**config.mk**
```make
export PLATFORM = sky130hd
export DESIGN_NAME = cmd_arbiter
export DESIGN_NICKNAME = d
export VERILOG_FILES = /design/src/rtl/sec_cmd_pkg.sv /design/src/rtl/req_lockout.sv /design/src/rtl/cmd_arbiter.sv
export SDC_FILE = /design/constraint.sdc
export NUM_CORES = 1
export LEC_CHECK = 0
export CAP_MARGIN = 10
export CELL_PAD_IN_SITES_DETAIL_PLACEMENT = 0
export CELL_PAD_IN_SITES_GLOBAL_PLACEMENT = 1
export CORE_UTILIZATION = 49
export DETAILED_ROUTE_END_ITERATION = 8
export PLACE_DENSITY = 0.95
export SLEW_MARGIN = 20
export SYNTH_ARGS = -nofsm -noshare
export SYNTH_HDL_FRONTEND = slang
export SYNTH_SLANG_ARGS = --single-unit
```
**constraint.sdc**
```tcl
create_clock -name clk -period 6.2 [get_ports clk]
set_input_delay 0.62 -clock clk [delete_from_list [all_inputs] [get_ports clk]]
set_output_delay 0.62 -clock clk [all_outputs]
set_load 0.05 [all_outputs]
```
**src/rtl/sec_cmd_pkg.sv**
```systemverilog
// sec_cmd_pkg: security FSM command codes, arbiter state encoding and code validation.
package sec_cmd_pkg;
  localparam logic [3:0] CMD_IDLE     = 4'b0000;
  localparam logic [3:0] CMD_DISARM   = 4'b1010;
  localparam logic [3:0] CMD_REARM    = 4'b1011;
  localparam logic [3:0] CMD_ESCALATE = 4'b1100;
  localparam logic [1:0] ST_IDLE = 2'd0;
  localparam logic [1:0] ST_HOLD = 2'd1;
  localparam logic [1:0] ST_GAP  = 2'd2;
  function automatic logic is_valid_cmd(input logic [3:0] c);
    return c == CMD_DISARM || c == CMD_REARM || c == CMD_ESCALATE;
  endfunction
endpackage

```
**src/rtl/req_lockout.sv**
```systemverilog
// req_lockout: per-requester consecutive-invalid counter and timed lockout.
module req_lockout #(
  parameter int MAX_FAIL    = 3,
  parameter int LOCK_CYCLES = 50000000
) (
  input  logic clk,
  input  logic reset,
  input  logic nack_i,
  input  logic ack_i,
  output logic locked_o
);
  localparam int FW = $clog2(MAX_FAIL + 1);
  localparam int TW = (LOCK_CYCLES > 1) ? $clog2(LOCK_CYCLES) : 1;
  logic [FW-1:0] fail;
  logic [TW-1:0] timer;
  always_ff @(posedge clk or posedge reset)
    if (reset) begin
      fail <= '0;
      timer <= '0;
      locked_o <= 1'b0;
    end else begin
      if (locked_o) begin
        if (timer == '0) locked_o <= 1'b0;
        else timer <= timer - 1'b1;
      end
      if (ack_i) fail <= '0;
      else if (nack_i) begin
        if (fail >= FW'(MAX_FAIL - 1)) begin
          fail <= '0;
          locked_o <= 1'b1;
          timer <= TW'(LOCK_CYCLES - 1);
        end else fail <= fail + 1'b1;
      end
    end
endmodule

```
**src/rtl/cmd_arbiter.sv**
```systemverilog
// cmd_arbiter: validates, arbitrates and paces requester commands onto the single FSM command input.
module cmd_arbiter
  import sec_cmd_pkg::*;
#(
  parameter int NREQ        = 3,
  parameter int HOLD_CYCLES = 4,
  parameter int GAP_CYCLES  = 2,
  parameter int MAX_FAIL    = 3,
  parameter int LOCK_CYCLES = 50000000
) (
  input  logic              clk,
  input  logic              reset,
  input  logic [NREQ-1:0]   req,
  input  logic [4*NREQ-1:0] cmd_in,
  output logic [NREQ-1:0]   ack,
  output logic [NREQ-1:0]   nack,
  output logic [3:0]        cmd_out,
  output logic              cmd_valid,
  output logic [2:0]        grant_id,
  output logic              busy,
  output logic [NREQ-1:0]   locked
);
  localparam int CMAX = (HOLD_CYCLES > GAP_CYCLES) ? HOLD_CYCLES : GAP_CYCLES;
  localparam int CW = $clog2(CMAX) + 1;
  logic [1:0] state;
  logic [CW-1:0] cnt;
  logic [2:0] rr_ptr, win;
  logic [NREQ-1:0] elig, sh;
  logic [3:0] win_cmd;
  always_comb begin
    elig = req & ~locked;
    win = '0;
    sh = '0;
    // descending scan so the requester closest after rr_ptr is assigned last and wins
    for (int k = NREQ - 1; k >= 1; k--) begin
      sh = elig >> ((int'(rr_ptr) + k - 1) % (NREQ - 1) + 1);
      if (sh[0]) win = 3'((int'(rr_ptr) + k - 1) % (NREQ - 1) + 1);
    end
    if (elig[0]) win = '0;
    win_cmd = CMD_IDLE;
    for (int i = 0; i < NREQ; i++)
      if (win == 3'(i)) win_cmd = cmd_in[4*i +: 4];
  end
  always_ff @(posedge clk or posedge reset)
    if (reset) begin
      state <= ST_IDLE;
      cnt <= '0;
      rr_ptr <= '0;
      ack <= '0;
      nack <= '0;
      cmd_out <= CMD_IDLE;
      cmd_valid <= 1'b0;
      grant_id <= '0;
      busy <= 1'b0;
    end else begin
      ack <= '0;
      nack <= '0;
      if (state == ST_IDLE && |elig) begin
        busy <= 1'b1;
        if (win != '0) rr_ptr <= win;
        if (is_valid_cmd(win_cmd)) begin
          ack <= NREQ'(1) << win;
          cmd_out <= win_cmd;
          cmd_valid <= 1'b1;
          grant_id <= win;
          state <= ST_HOLD;
          cnt <= CW'(HOLD_CYCLES - 1);
        end else begin
          nack <= NREQ'(1) << win;
          state <= ST_GAP;
          cnt <= CW'(GAP_CYCLES - 1);
        end
      end else if (state == ST_HOLD) begin
        if (cnt == '0) begin
          cmd_out <= CMD_IDLE;
          cmd_valid <= 1'b0;
          state <= ST_GAP;
          cnt <= CW'(GAP_CYCLES - 1);
        end else cnt <= cnt - 1'b1;
      end else if (state == ST_GAP) begin
        if (cnt == '0) begin
          busy <= 1'b0;
          state <= ST_IDLE;
        end else cnt <= cnt - 1'b1;
      end
    end
  assign locked[0] = 1'b0;
  for (genvar g = 1; g < NREQ; g++) begin : g_lock
    req_lockout #(.MAX_FAIL(MAX_FAIL), .LOCK_CYCLES(LOCK_CYCLES)) u_lock (
      .clk(clk),
      .reset(reset),
      .nack_i(nack[g]),
      .ack_i(ack[g]),
      .locked_o(locked[g])
    );
  end
endmodule
```
==> results.md <==
* post-synthesis async set-or-reset flop share: 100%
* row count: 33
* post-route design area: 4680 µm²
* Critical Path RT: 6.42 ns
* setup TNS after final layout: 0 ns
* Root Buffer Master: sky130_fd_sc_hd__clkbuf_8
* met3 Resource Use GR: 4.47%
* register share of total power: 52.1%
* Yosys Warn Count: 0
* pin slew with the least headroom to its limit: 0.959 ns
* post-route clock period utilization: 43.6%
* CP startpoint kind: primary input
* area of combinational cells with multiple inputs: 2010 µm²
* count of hold buffers inserted by post-cts repair: 0
* number of post-CTS setup repair buffers: 0
* primary flip-flop cell chosen by synthesis mapping: sky130_fd_sc_hd__dfrtp_1
* gr ovfl total: 0
* layout overhead on the synthesized area: 14.1%
* number of ports placed on the die boundary: 35
* cell depth of the worst flop-to-flop path: 6
* Avg Vias per Cell: 5.59
* type of element capturing the critical path: flop
* worst flop-to-flop path startpoint: g_lock[2].u_lock.timer[5]
* data arrival time of the critical path: 2.93 ns
* Vias: 3123
* final setup violation count: 0
* routed wirelength normalized by instance count: 14.2 µm
* Slew headroom: 36.1%
* number of maximum-capacitance constraint violations: 0
* Post-Place Cell Area: 4470 µm²
* Internal Dissipation: 0.775 mW
* detailed-route wire length: 7930 µm
* Syn Std Cell Area: 4110 µm²
* H-tree Lvls: 3
* final critical-path required period: 2.71 ns
* layout cell share with drive strength beyond 1: 9.69%
* Setup CP Type: in -> reg
* clock-pin slew on the worst setup and hold paths: 0.07 ns
* class of the tightest hold or removal check: reg -> reg
* number of antenna violations at the first check in global routing: 0
* launch point of the worst path: req[1]
* setup repair after global routing missed its margin: no
* Clock Path Buffers: 2
* antenna viol nets, final: 0
* chip height: 93.5 µm
* delay of the slowest cell on the worst path: 0.54 ns
* CP Max Fanout: 7
* number of instances in the synthesized netlist: 422
* number of antenna repair diodes: 0
* Leakage Power: 2.26 nW
* grt met1 use: 26.6%
* slowest stage cell, crit path: sky130_fd_sc_hd__clkdlybuf4s50_1
* Mapped Avg Cell Area: 9.73 µm²
* FF+latch count, synth: 78
* clock tree from TritonCTS: yes
* Die Span X: 93.5 µm
* capture point of the critical path: grant_id[0]
* worst-case setup slack after placement: 3.18 ns
* CORE AREA: 8180 µm²
* cell count along the critical path: 7
* switching power summed over all nets: 0.218 mW
* Hold Violations, Final: 0
* sequence of cells on the critical path: clkdlybuf4s50_1, nor3b_1, nor3_1, a222oi_1, and2_1, a31o_4, mux2_4
* crit path setup slack, layout: 3.49 ns
* DP HPWL: 5500 µm
* number of buffers inserted during clock tree synthesis: 9
* Worst IR Drop VDD: 0.000122 V
* Placer Congestion: 0.854
* pin count of the biggest net entering global routing: 79
* count of flip-flops with a built-in enable after synthesis: 0
* number of fillers in the final layout: 697
* total global routing track utilization: 20.1%
* Worst Clk Skew: 0.00944 ns
* number of remaining DRC errors: 0
* clock sink count: 78
* starting utilization of the core area: 50.2%
* die footprint: 8750 µm²
* insertion delay to the later sink of the worst-skew pair: 0.34 ns
* count of distinct cell types in the synthesized netlist: 64
* switch share: 21.9%
* Worst R2R End: g_lock[2].u_lock.timer[5]
* Gates resized, CTS repair: 0
* count of TritonRoute iterations in the first routing pass: 5
* post-route total power: 0.993 mW
* Top Family by Delay on Critical Path: simple AND/OR/NAND/NOR gates
* routing layer with the top usage in global route: met2
* reg-to-reg setup timing slack: 3.64 ns
* power density over cell area: 212 nW/µm²
* worst path bufs/invs: 1
* status: completed
* combinational fraction of design power: 6.5%
* max-slew violation count: 0
* number of nets in the layout: 472
* maximum achievable frequency: 0.370 GHz
* Clock power frac: 41.4%
* flip-flop and latch area: 1950 µm²
* vias in the first global route: 3034
* global-route wire length before repair: 13700 µm
* global-route track usage on met2: 31.3%
* starting DRC count in detailed routing: 182
* number of buffers added on ports: 32
* sequential cell area fraction in the yosys report: 47.5%
==> registers in the layout, indices dropped and copies added (netlist names), 2 cells and up <==
signal and count:
g_lock.u_lock.timer 52, cmd_out 4, g_lock.u_lock.fail 4, ack 3, cnt 3, nack 3, g_lock.u_lock.locked_o 2, grant_id 2
state 2
==> how the worst min path moves through the flow <==
| stage | start | end | slack (ns) | cells past startpoint |
|---|---|---|---|---|
| after floorplan | cnt[0] | cnt[0] | 0.45 | 1 |
| after global placement | cnt[0] | cnt[0] | 0.47 | 1 |
| after detailed placement | cmd_out[3] | cmd_out[3] | 0.48 | 1 |
| after CTS | ack[1] | g_lock[1].u_lock.fail[1] | 0.49 | 1 |
| after global routing | ack[2] | g_lock[2].u_lock.fail[1] | 0.52 | 1 |
| final | ack[1] | g_lock[1].u_lock.fail[1] | 0.49 | 1 |
==> power groups by stage <==
stage          clock network [mW]  logic [mW]  registers, mW
3_3_place_gp                    0      0.0650          0.527
2_1_floorplan                   0      0.0296          0.539
5_1_grt                     0.443      0.0710          0.518
3_5_place_dp                    0      0.0657          0.527
4_1_cts                     0.422      0.0658          0.517
6_report                    0.411      0.0647          0.517
==> cells in the mapped netlist (all sizes together) (8+ instances only) <==
cell type | number | area, µm²
nor2 | 50 | 195
o21ai | 17 | 85.1
or3 | 10 | 67.6
nor4 | 15 | 121
buf | 10 | 68.8
clkbuf | 8 | 31.3
a21oi | 15 | 75.1
nor3 | 14 | 80.1
and3 | 13 | 81.3
dfrtp | 78 | 1950
xor2 | 22 | 193
xnor2 | 11 | 96.3
inv | 13 | 48.8
nand2 | 40 | 153
nand3 | 22 | 115
==> layout by cell type, fill, tap and decap left out, drive strengths merged, types with 14 or more instances in the layout <==
cell            n
nor3           14
xor2           22
o21ai          17
nor4           15
nand3          22
nor2           50
clkdlybuf4s50  32
a21oi          15
nand2          40
dfrtp          78
==> logic make-up after synthesis <==
logic type / synth area share, %
other cells: 0.0913
xor+xnor: 7.04
fa+ha+maj: 1.83
compound gates: 10.1
simple gates: 27.8
flops: 47.5
buf+inv: 3.63
mux: 2.04
==> metal layers <==
metal	vias up	routed length [µm]
met5	-	0
met4	0	138
met3	11	355
met2	72	3770
met1	1511	3660
li1	1529	-
==> stage by stage <==
step | cells | hold slack [ns] | util, %
2_1_floorplan | 423 | 0.449 | -
5_1_grt | 559 | 0.515 | 57.3
6_report | 559 | 0.489 | 57.3
3_5_place_dp | 543 | 0.477 | 54.7
4_1_cts | 559 | 0.487 | 57.3
3_3_place_gp | 543 | 0.467 | 54.7
==> final cells by class <==
class                   count  area share [%]
well taps                 105            2.80
repair buffers             33            7.00
inverters                  13            1.04
flip-flops and latches     78            41.7
clock buffers              12            3.10
multi-input cells         314            42.9
clock inverters             4            1.50
(Power assumes the default switching activity.)
